<file path="src/rtl/up_pkg.sv">
// ---------------------------------------------------------------------------
// up_pkg : shared definitions for the 4-bit microprocessor.
//   DATA_W    : data path width (4)
//   alu_op_e  : opALU encodings, ALU_PASSB .. ALU_NOTA
//   bus_src_e : which source currently owns the data bus
// ---------------------------------------------------------------------------
package up_pkg;

   localparam int DATA_W = 4;

   typedef enum logic [2:0] {
      ALU_PASSB = 3'b000,
      ALU_ADD   = 3'b001,
      ALU_SUB   = 3'b010,
      ALU_AND   = 3'b011,
      ALU_OR    = 3'b100,
      ALU_XOR   = 3'b101,
      ALU_NAND  = 3'b110,
      ALU_NOTA  = 3'b111
   } alu_op_e;

   typedef enum logic [2:0] {
      BUS_NONE  = 3'd0,
      BUS_ACCU  = 3'd1,
      BUS_IN    = 3'd2,
      BUS_OPRND = 3'd3,
      BUS_RAM   = 3'd4
   } bus_src_e;

endpackage : up_pkg

</file>
<file path="src/rtl/alu_4b.sv">
// ---------------------------------------------------------------------------
// alu_4b : combinational 4-bit ALU.
//   opALU  in  3  operation select (alu_op_e encoding)
//   A      in  4  first operand (accumulator)
//   B      in  4  second operand (data bus)
//   result out 4  operation result
//   carry  out 1  bit 4 of the sum for ADD/SUB, 0 for logic ops
//   zero   out 1  result == 0
// ---------------------------------------------------------------------------
module alu_4b
   import up_pkg::*;
(
   input  logic [2:0]        opALU,
   input  logic [DATA_W-1:0] A,
   input  logic [DATA_W-1:0] B,
   output logic [DATA_W-1:0] result,
   output logic              carry,
   output logic              zero
);

   logic [DATA_W:0] w_sum;

   // NOTE: every signal written in always_comb gets a default first, so no
   // path through the case can leave it unassigned and infer a latch.
   always_comb begin
      w_sum  = '0;
      result = '0;
      carry  = 1'b0;
      case (alu_op_e'(opALU))
         ALU_PASSB: result = B;
         ALU_ADD: begin
            w_sum  = {1'b0, A} + {1'b0, B};
            result = w_sum[DATA_W-1:0];
            carry  = w_sum[DATA_W];
         end
         // Two's-complement subtract: carry out = 1 means no borrow (A >= B).
         ALU_SUB: begin
            w_sum  = {1'b0, A} + {1'b0, ~B} + {{DATA_W{1'b0}}, 1'b1};
            result = w_sum[DATA_W-1:0];
            carry  = w_sum[DATA_W];
         end
         ALU_AND:  result = A & B;
         ALU_OR:   result = A | B;
         ALU_XOR:  result = A ^ B;
         ALU_NAND: result = ~(A & B);
         ALU_NOTA: result = ~A;
         default:  result = '0;
      endcase
   end

   assign zero = (result == '0);

endmodule : alu_4b

</file>
<file path="src/rtl/execute_unit.sv">
// ---------------------------------------------------------------------------
// execute_unit : execution datapath of the 4-bit microprocessor.
// Owns the data bus mux, ALU, accumulator, carry/zero flags, data RAM,
// output latch and the two-flop pushbutton synchronizer.
//   clock        in   1  rising-edge clock
//   reset        in   1  asynchronous active-low; clears all regs except RAM
//   loadA        in   1  accumulator <= ALU result
//   loadFlags    in   1  c_flag/z_flag <= ALU carry/zero
//   opALU        in   3  ALU operation
//   cs, we       in   1  RAM chip select / write enable (write = cs & we)
//   eoALU        in   1  accumulator drives the bus
//   oeIn         in   1  synchronized pushbuttons drive the bus
//   oeOprnd      in   1  immediate operand drives the bus
//   loadOut      in   1  FF_out <= data_bus
//   oprnd        in   4  immediate operand
//   address_RAM  in  12  RAM address, low RAM_AW bits used
//   pushbuttons  in   4  asynchronous external inputs
//   data_bus     out  4  resolved bus value
//   accu         out  4  accumulator
//   FF_out       out  4  output latch
//   c_flag       out  1  carry flag
//   z_flag       out  1  zero flag
//   bus_conflict out  1  two or more bus sources enabled
// ---------------------------------------------------------------------------
module execute_unit
   import up_pkg::*;
#(
   parameter int RAM_AW = 8
) (
   input  logic              clock,
   input  logic              reset,
   input  logic              loadA,
   input  logic              loadFlags,
   input  logic [2:0]        opALU,
   input  logic              cs,
   input  logic              we,
   input  logic              eoALU,
   input  logic              oeIn,
   input  logic              oeOprnd,
   input  logic              loadOut,
   input  logic [DATA_W-1:0] oprnd,
   input  logic [11:0]       address_RAM,
   input  logic [DATA_W-1:0] pushbuttons,
   output logic [DATA_W-1:0] data_bus,
   output logic [DATA_W-1:0] accu,
   output logic [DATA_W-1:0] FF_out,
   output logic              c_flag,
   output logic              z_flag,
   output logic              bus_conflict
);

   logic [DATA_W-1:0] r_accu;
   logic [DATA_W-1:0] r_ff_out;
   logic              r_c_flag;
   logic              r_z_flag;
   logic [DATA_W-1:0] r_sync_s1;
   logic [DATA_W-1:0] r_sync_in;
   logic [DATA_W-1:0] r_ram [0:(2**RAM_AW)-1];

   logic [RAM_AW-1:0] w_addr;
   logic              w_unused_addr;
   logic              w_ram_rd;
   logic              w_ram_wr;
   logic [DATA_W-1:0] w_ram_q;
   logic [2:0]        w_src_cnt;
   bus_src_e          w_bus_src;
   logic [DATA_W-1:0] w_alu_result;
   logic              w_alu_carry;
   logic              w_alu_zero;

   // Upper address bits are dropped on purpose: addresses alias modulo depth.
   assign w_addr        = address_RAM[RAM_AW-1:0];
   assign w_unused_addr = ^address_RAM[11:RAM_AW];

   assign w_ram_rd = cs & ~we;
   assign w_ram_wr = cs & we & reset;
   assign w_ram_q  = r_ram[w_addr];

   // Bus mux in fixed priority; conflicts are flagged but still resolved.
   always_comb begin
      w_bus_src = BUS_NONE;
      if (eoALU)         w_bus_src = BUS_ACCU;
      else if (oeIn)     w_bus_src = BUS_IN;
      else if (oeOprnd)  w_bus_src = BUS_OPRND;
      else if (w_ram_rd) w_bus_src = BUS_RAM;
   end

   always_comb begin
      data_bus = '0;
      case (w_bus_src)
         BUS_ACCU:  data_bus = r_accu;
         BUS_IN:    data_bus = r_sync_in;
         BUS_OPRND: data_bus = oprnd;
         BUS_RAM:   data_bus = w_ram_q;
         default:   data_bus = '0;
      endcase
   end

   assign w_src_cnt    = 3'(eoALU) + 3'(oeIn) + 3'(oeOprnd) + 3'(w_ram_rd);
   assign bus_conflict = (w_src_cnt >= 3'd2);

   alu_4b u_alu (
      .opALU  (opALU),
      .A      (r_accu),
      .B      (data_bus),
      .result (w_alu_result),
      .carry  (w_alu_carry),
      .zero   (w_alu_zero)
   );

   // NOTE: state registers use non-blocking assignments so every register
   // samples the same pre-edge bus/ALU values (store + loadA in one cycle
   // writes the old accumulator to RAM).
   always_ff @(posedge clock or negedge reset) begin
      if (!reset) begin
         r_accu    <= '0;
         r_ff_out  <= '0;
         r_c_flag  <= 1'b0;
         r_z_flag  <= 1'b0;
         r_sync_s1 <= '0;
         r_sync_in <= '0;
      end else begin
         r_sync_s1 <= pushbuttons;
         r_sync_in <= r_sync_s1;
         if (loadA)   r_accu   <= w_alu_result;
         if (loadOut) r_ff_out <= data_bus;
         if (loadFlags) begin
            r_c_flag <= w_alu_carry;
            r_z_flag <= w_alu_zero;
         end
      end
   end

   // NOTE: the RAM array has no reset (contents are undefined at power-up);
   // reset only gates the write enable so a held reset cannot corrupt it.
   always_ff @(posedge clock) begin
      if (w_ram_wr) r_ram[w_addr] <= data_bus;
   end

   assign accu   = r_accu;
   assign FF_out = r_ff_out;
   assign c_flag = r_c_flag;
   assign z_flag = r_z_flag;

endmodule : execute_unit

</file>
<file path="config.mk">
export PLATFORM = sky130hd
export DESIGN_NAME = execute_unit
export DESIGN_NICKNAME = d
export VERILOG_FILES = /design/src/rtl/up_pkg.sv /design/src/rtl/alu_4b.sv /design/src/rtl/execute_unit.sv
export SDC_FILE = /design/constraint.sdc
export NUM_CORES = 1
export LEC_CHECK = 0
export ABC_AREA = 1
export CAP_MARGIN = 20
export CORE_MARGIN = 8
export CORE_UTILIZATION = 30
export DETAILED_ROUTE_END_ITERATION = 8
export HOLD_SLACK_MARGIN = 0.08
export PLACE_DENSITY = 0.57
export RECOVER_POWER = 50
export SLEW_MARGIN = 20
export SYNTH_ARGS = -nofsm -noshare
export SYNTH_HDL_FRONTEND = slang
export SYNTH_SLANG_ARGS = --single-unit
</file>
<file path="constraint.sdc">
create_clock -name clock -period 11.9 [get_ports clock]
set_clock_uncertainty 0.05 [all_clocks]
set_input_delay 3.57 -clock clock [delete_from_list [all_inputs] [get_ports clock]]
set_output_delay 3.57 -clock clock [all_outputs]
set_load 0.1 [all_outputs]
</file>
==> results.py, run 1 <==
metrics = {
    "synthesis": {
        "synth-simple-area-share_pct": 21.9,
        "ys_ff_latch": 1042,
        "synth_warnings": 0,
        "synth_xor_area_share_pct": 0,
        "syn_nets": 3935,
        "synth_compound_area_share_pct": 2.26,
        "post_synth.cell_area_avg_um2": 11.0,
        "synthMuxAreaShare_pct": 0,
        "synth-edff-count": 1024,
        "yosys.area_share.adder_pct": 0.550,
        "synthCells": 3885,
        "synthArstFlopShare_pct": 1.73,
        "synthDistinctLibCells": 30,
        "ys.flop_type": "edfxtp_1",
        "syn-cell-area_um2": 42800,
        "synth_top_family_by_area": "simple AND/OR/NAND/NOR gates",
        "ys_seq_area_share_pct": 72.9,
    },
    "floorplanning": {
        "core_um2": 142000,
        "start_util_pct": 30.2,
        "die_x_um": 394,
        "rows": 138,
        "die_area_um2": 155000,
        "fp.dieH_um": 394,
        "io_pins": 48,
    },
    "clock_tree": {
        "root_buffer": "clkbuf_16",
        "cts_tree": "built",
        "clkTransAtPathRegs_ps": 60,
        "cts.sinks": 1042,
        "cts_setup_buffers": 0,
        "cts_buffers": 106,
        "cts.htree.levels": 3,
        "clock_path_buffers": 3,
        "post_cts_resize_count": 0,
        "ctsHoldBuffers": 0,
        "clk_latency_ps": 700,
    },
    "global_routing": {
        "antenna_found_initial": 0,
        "grt_pass1_wl_um": 176000,
        "grtUsageTotal_pct": 14.7,
        "grt_start_max_net_pins": 208,
        "grt-ovfl-total": 0,
        "grt_pass1_vias": 27700,
    },
    "final_layout": {
        "area_growth_pct": 14.7,
        "antenna_cells": 0,
        "nets": 3962,
        "final_cell_mix": "1852 x nand2_1, 1024 x edfxtp_1, 340 x nor2_1",
        "final_common_cell": "nand2_1",
        "fin_util_pct": 34.6,
        "final_cells": 5890,
        "final_layout_size_suffix_gt1_share_pct": 5.83,
    },
    "worst_setup_path": {
        "crit_slowest_cell": "dlygate4sd3_1",
        "crit_fanout": 33,
        "crit_start": "address_RAM[3]",
        "arrival_ps": 7370,
        "worstReg2RegEnd": "z_flag",
        "worstPathCellList": "dlygate4sd3_1, nand2_1, inv_2, buf_4, buf_4, nand2_1, nand2_1, nor2_1, nor2_1, nor2_1, nand2_1, nor2_1, nand2_1, nand2_1, nand2_1, buf_12",
        "max_stage_delay_ps": 760,
        "cp-end-kind": "primary output",
        "r2r-start": "r_ram[216][3]",
        "cp-start-kind": "primary input",
        "reg2regPathDepth": 21,
        "crit_end": "data_bus[3]",
        "path_common_cell": "nand2_1",
        "r2r_slack_ps": 7330,
        "critPathKind": "in2out",
        "critical_path_required_ps": 8280,
    },
    "sta": {
        "hold_ws_ps": 296,
        "max_slew_margin_pct": -31.9,
        "min_period_ps": 10990,
        "max_slew.worst_pin.slew_ps": 1980,
        "hold_violations": 0,
        "period_share_pct": 92.4,
        "slew_violations": 96,
        "fmax_ghz": 0.0910,
        "setup_viol": 0,
        "rsz0062_at_grt": "false",
        "setup_tns_ps": 0,
    },
    "hold_path": {
        "holdPathStages": 0,
        "worstHoldPathType": "reg2reg",
    },
    "pwr": {
        "cellPowerDensity_nw_per_um2": 167,
        "vdd.ir_drop.worst_mv": 0.107,
        "power_leakage_nw": 17.7,
        "power.total_mw": 8.19,
    },
    "routing": {
        "wirelength_met1_um": 51600,
        "viasPerCell": 4.80,
        "routed_wl_um": 118000,
        "drc": 0,
        "wl_met3_um": 8900,
        "route.met2.wl_um": 54700,
        "drt_pass1_iterations": 6,
        "drt_iter0_markers": 2607,
        "vias": 28200,
        "wl_per_cell_um": 20.1,
        "dr.max_layer_used": "met4",
        "antenna_left": 0,
    },
    "placement": {
        "place_congestion": 0.826,
        "dp_hpwl_um": 69200,
        "port_buffers": 43,
        "placedCellCount": 5694,
    },
    "run": {
        "cap_viol_max_count": 7,
    },
    "status": {
        "run_status": "finished with violations",
        "violations": "max-capacitance violations, max-slew violations",
    },
}
==> through the flow <==
step | setup slack, ps | instance area [µm²]
6_report | 906 | 49000
5_1_grt | 650 | 49000
4_1_cts | 980 | 49100
3_5_place_dp | 991 | 45700
3_3_place_gp | 1030 | 45700
2_1_floorplan | 1170 | 42800
==> worst max-delay path, delay by kind of cell <==
kind / cells / cell delay, ps
buf+inv: 5 / 2320
simple gates: 11 / 1430
==> cell usage after synthesis (3+ instances only) <==
master,instances,share of area [%]
buf_1,19,0.17
edfxtp_1,1024,72
o21ai_1,57,0.67
o22ai_1,4,0.058
inv_2,7,0.061
ha_1,14,0.41
nor3_1,8,0.094
fa_1,3,0.14
inv_1,49,0.43
buf_2,47,0.55
nand3_1,82,0.96
nor2_1,344,3.0
dfrtp_1,18,1.1
clkbuf_1,132,1.2
o21ai_0,45,0.53
nand4_1,101,1.5
nand2_1,1855,16
a221oi_1,3,0.061
a22oi_1,11,0.19
a21oi_1,49,0.57
==> routing by layer <==
| metal | GRT usage, % | up-vias |
|---|---|---|
| met4 | 4.54 | 0 |
| met3 | 2.52 | 192 |
| li1 | - | 13200 |
| met5 | 0 | - |
| met1 | 20.4 | 13900 |
| met2 | 23.7 | 961 |
==> power breakdown <==
group	internal (mW)	switching, mW
clock	1.88	1.41
sequential	4.18	0.00763
combinational	0.145	0.562
==> layout make-up <==
class	count	area (µm²)
inverter	56	225
sequential	1042	31200
timing repair buffer	117	1160
clock inverter	65	624
tap	1890	2360
clock buffer	131	2820
fill	14000	92500
multi-input combinational	2589	10600
==> state kept, by name, indices dropped and copies added, names as in the netlist <==
name and count:
r_sync_s1 4, r_sync_in 4, c_flag 1, r_ram 1024, z_flag 1, FF_out 4, accu 4
==> logic make-up after synthesis <==
family	count (synthesis)
buffers and inverters	254
adders and majority gates	17
AOI/OAI and AO/OA	179
DFF	1042
and+or+nand+nor	2393
==> worst min-delay path by stage <==
stage,endpoint,slack [ps],from
3_3_place_gp,r_sync_in[1],280,r_sync_s1[1]
5_1_grt,r_sync_in[2],310,r_sync_s1[2]
6_report,r_sync_in[3],300,r_sync_s1[3]
4_1_cts,r_sync_in[3],300,r_sync_s1[3]
3_5_place_dp,r_sync_in[3],290,r_sync_s1[3]
2_1_floorplan,r_sync_in[0],280,r_sync_s1[0]
(Power assumes the default switching activity.)
==> run 2, diff against run 1 <==
- CTS_CLUSTER_SIZE: unset -> 25
- SLEW_MARGIN: 20 -> unset
==> results of run 2 <==
Final layout, timing and power as in run 1 (identical DEF).
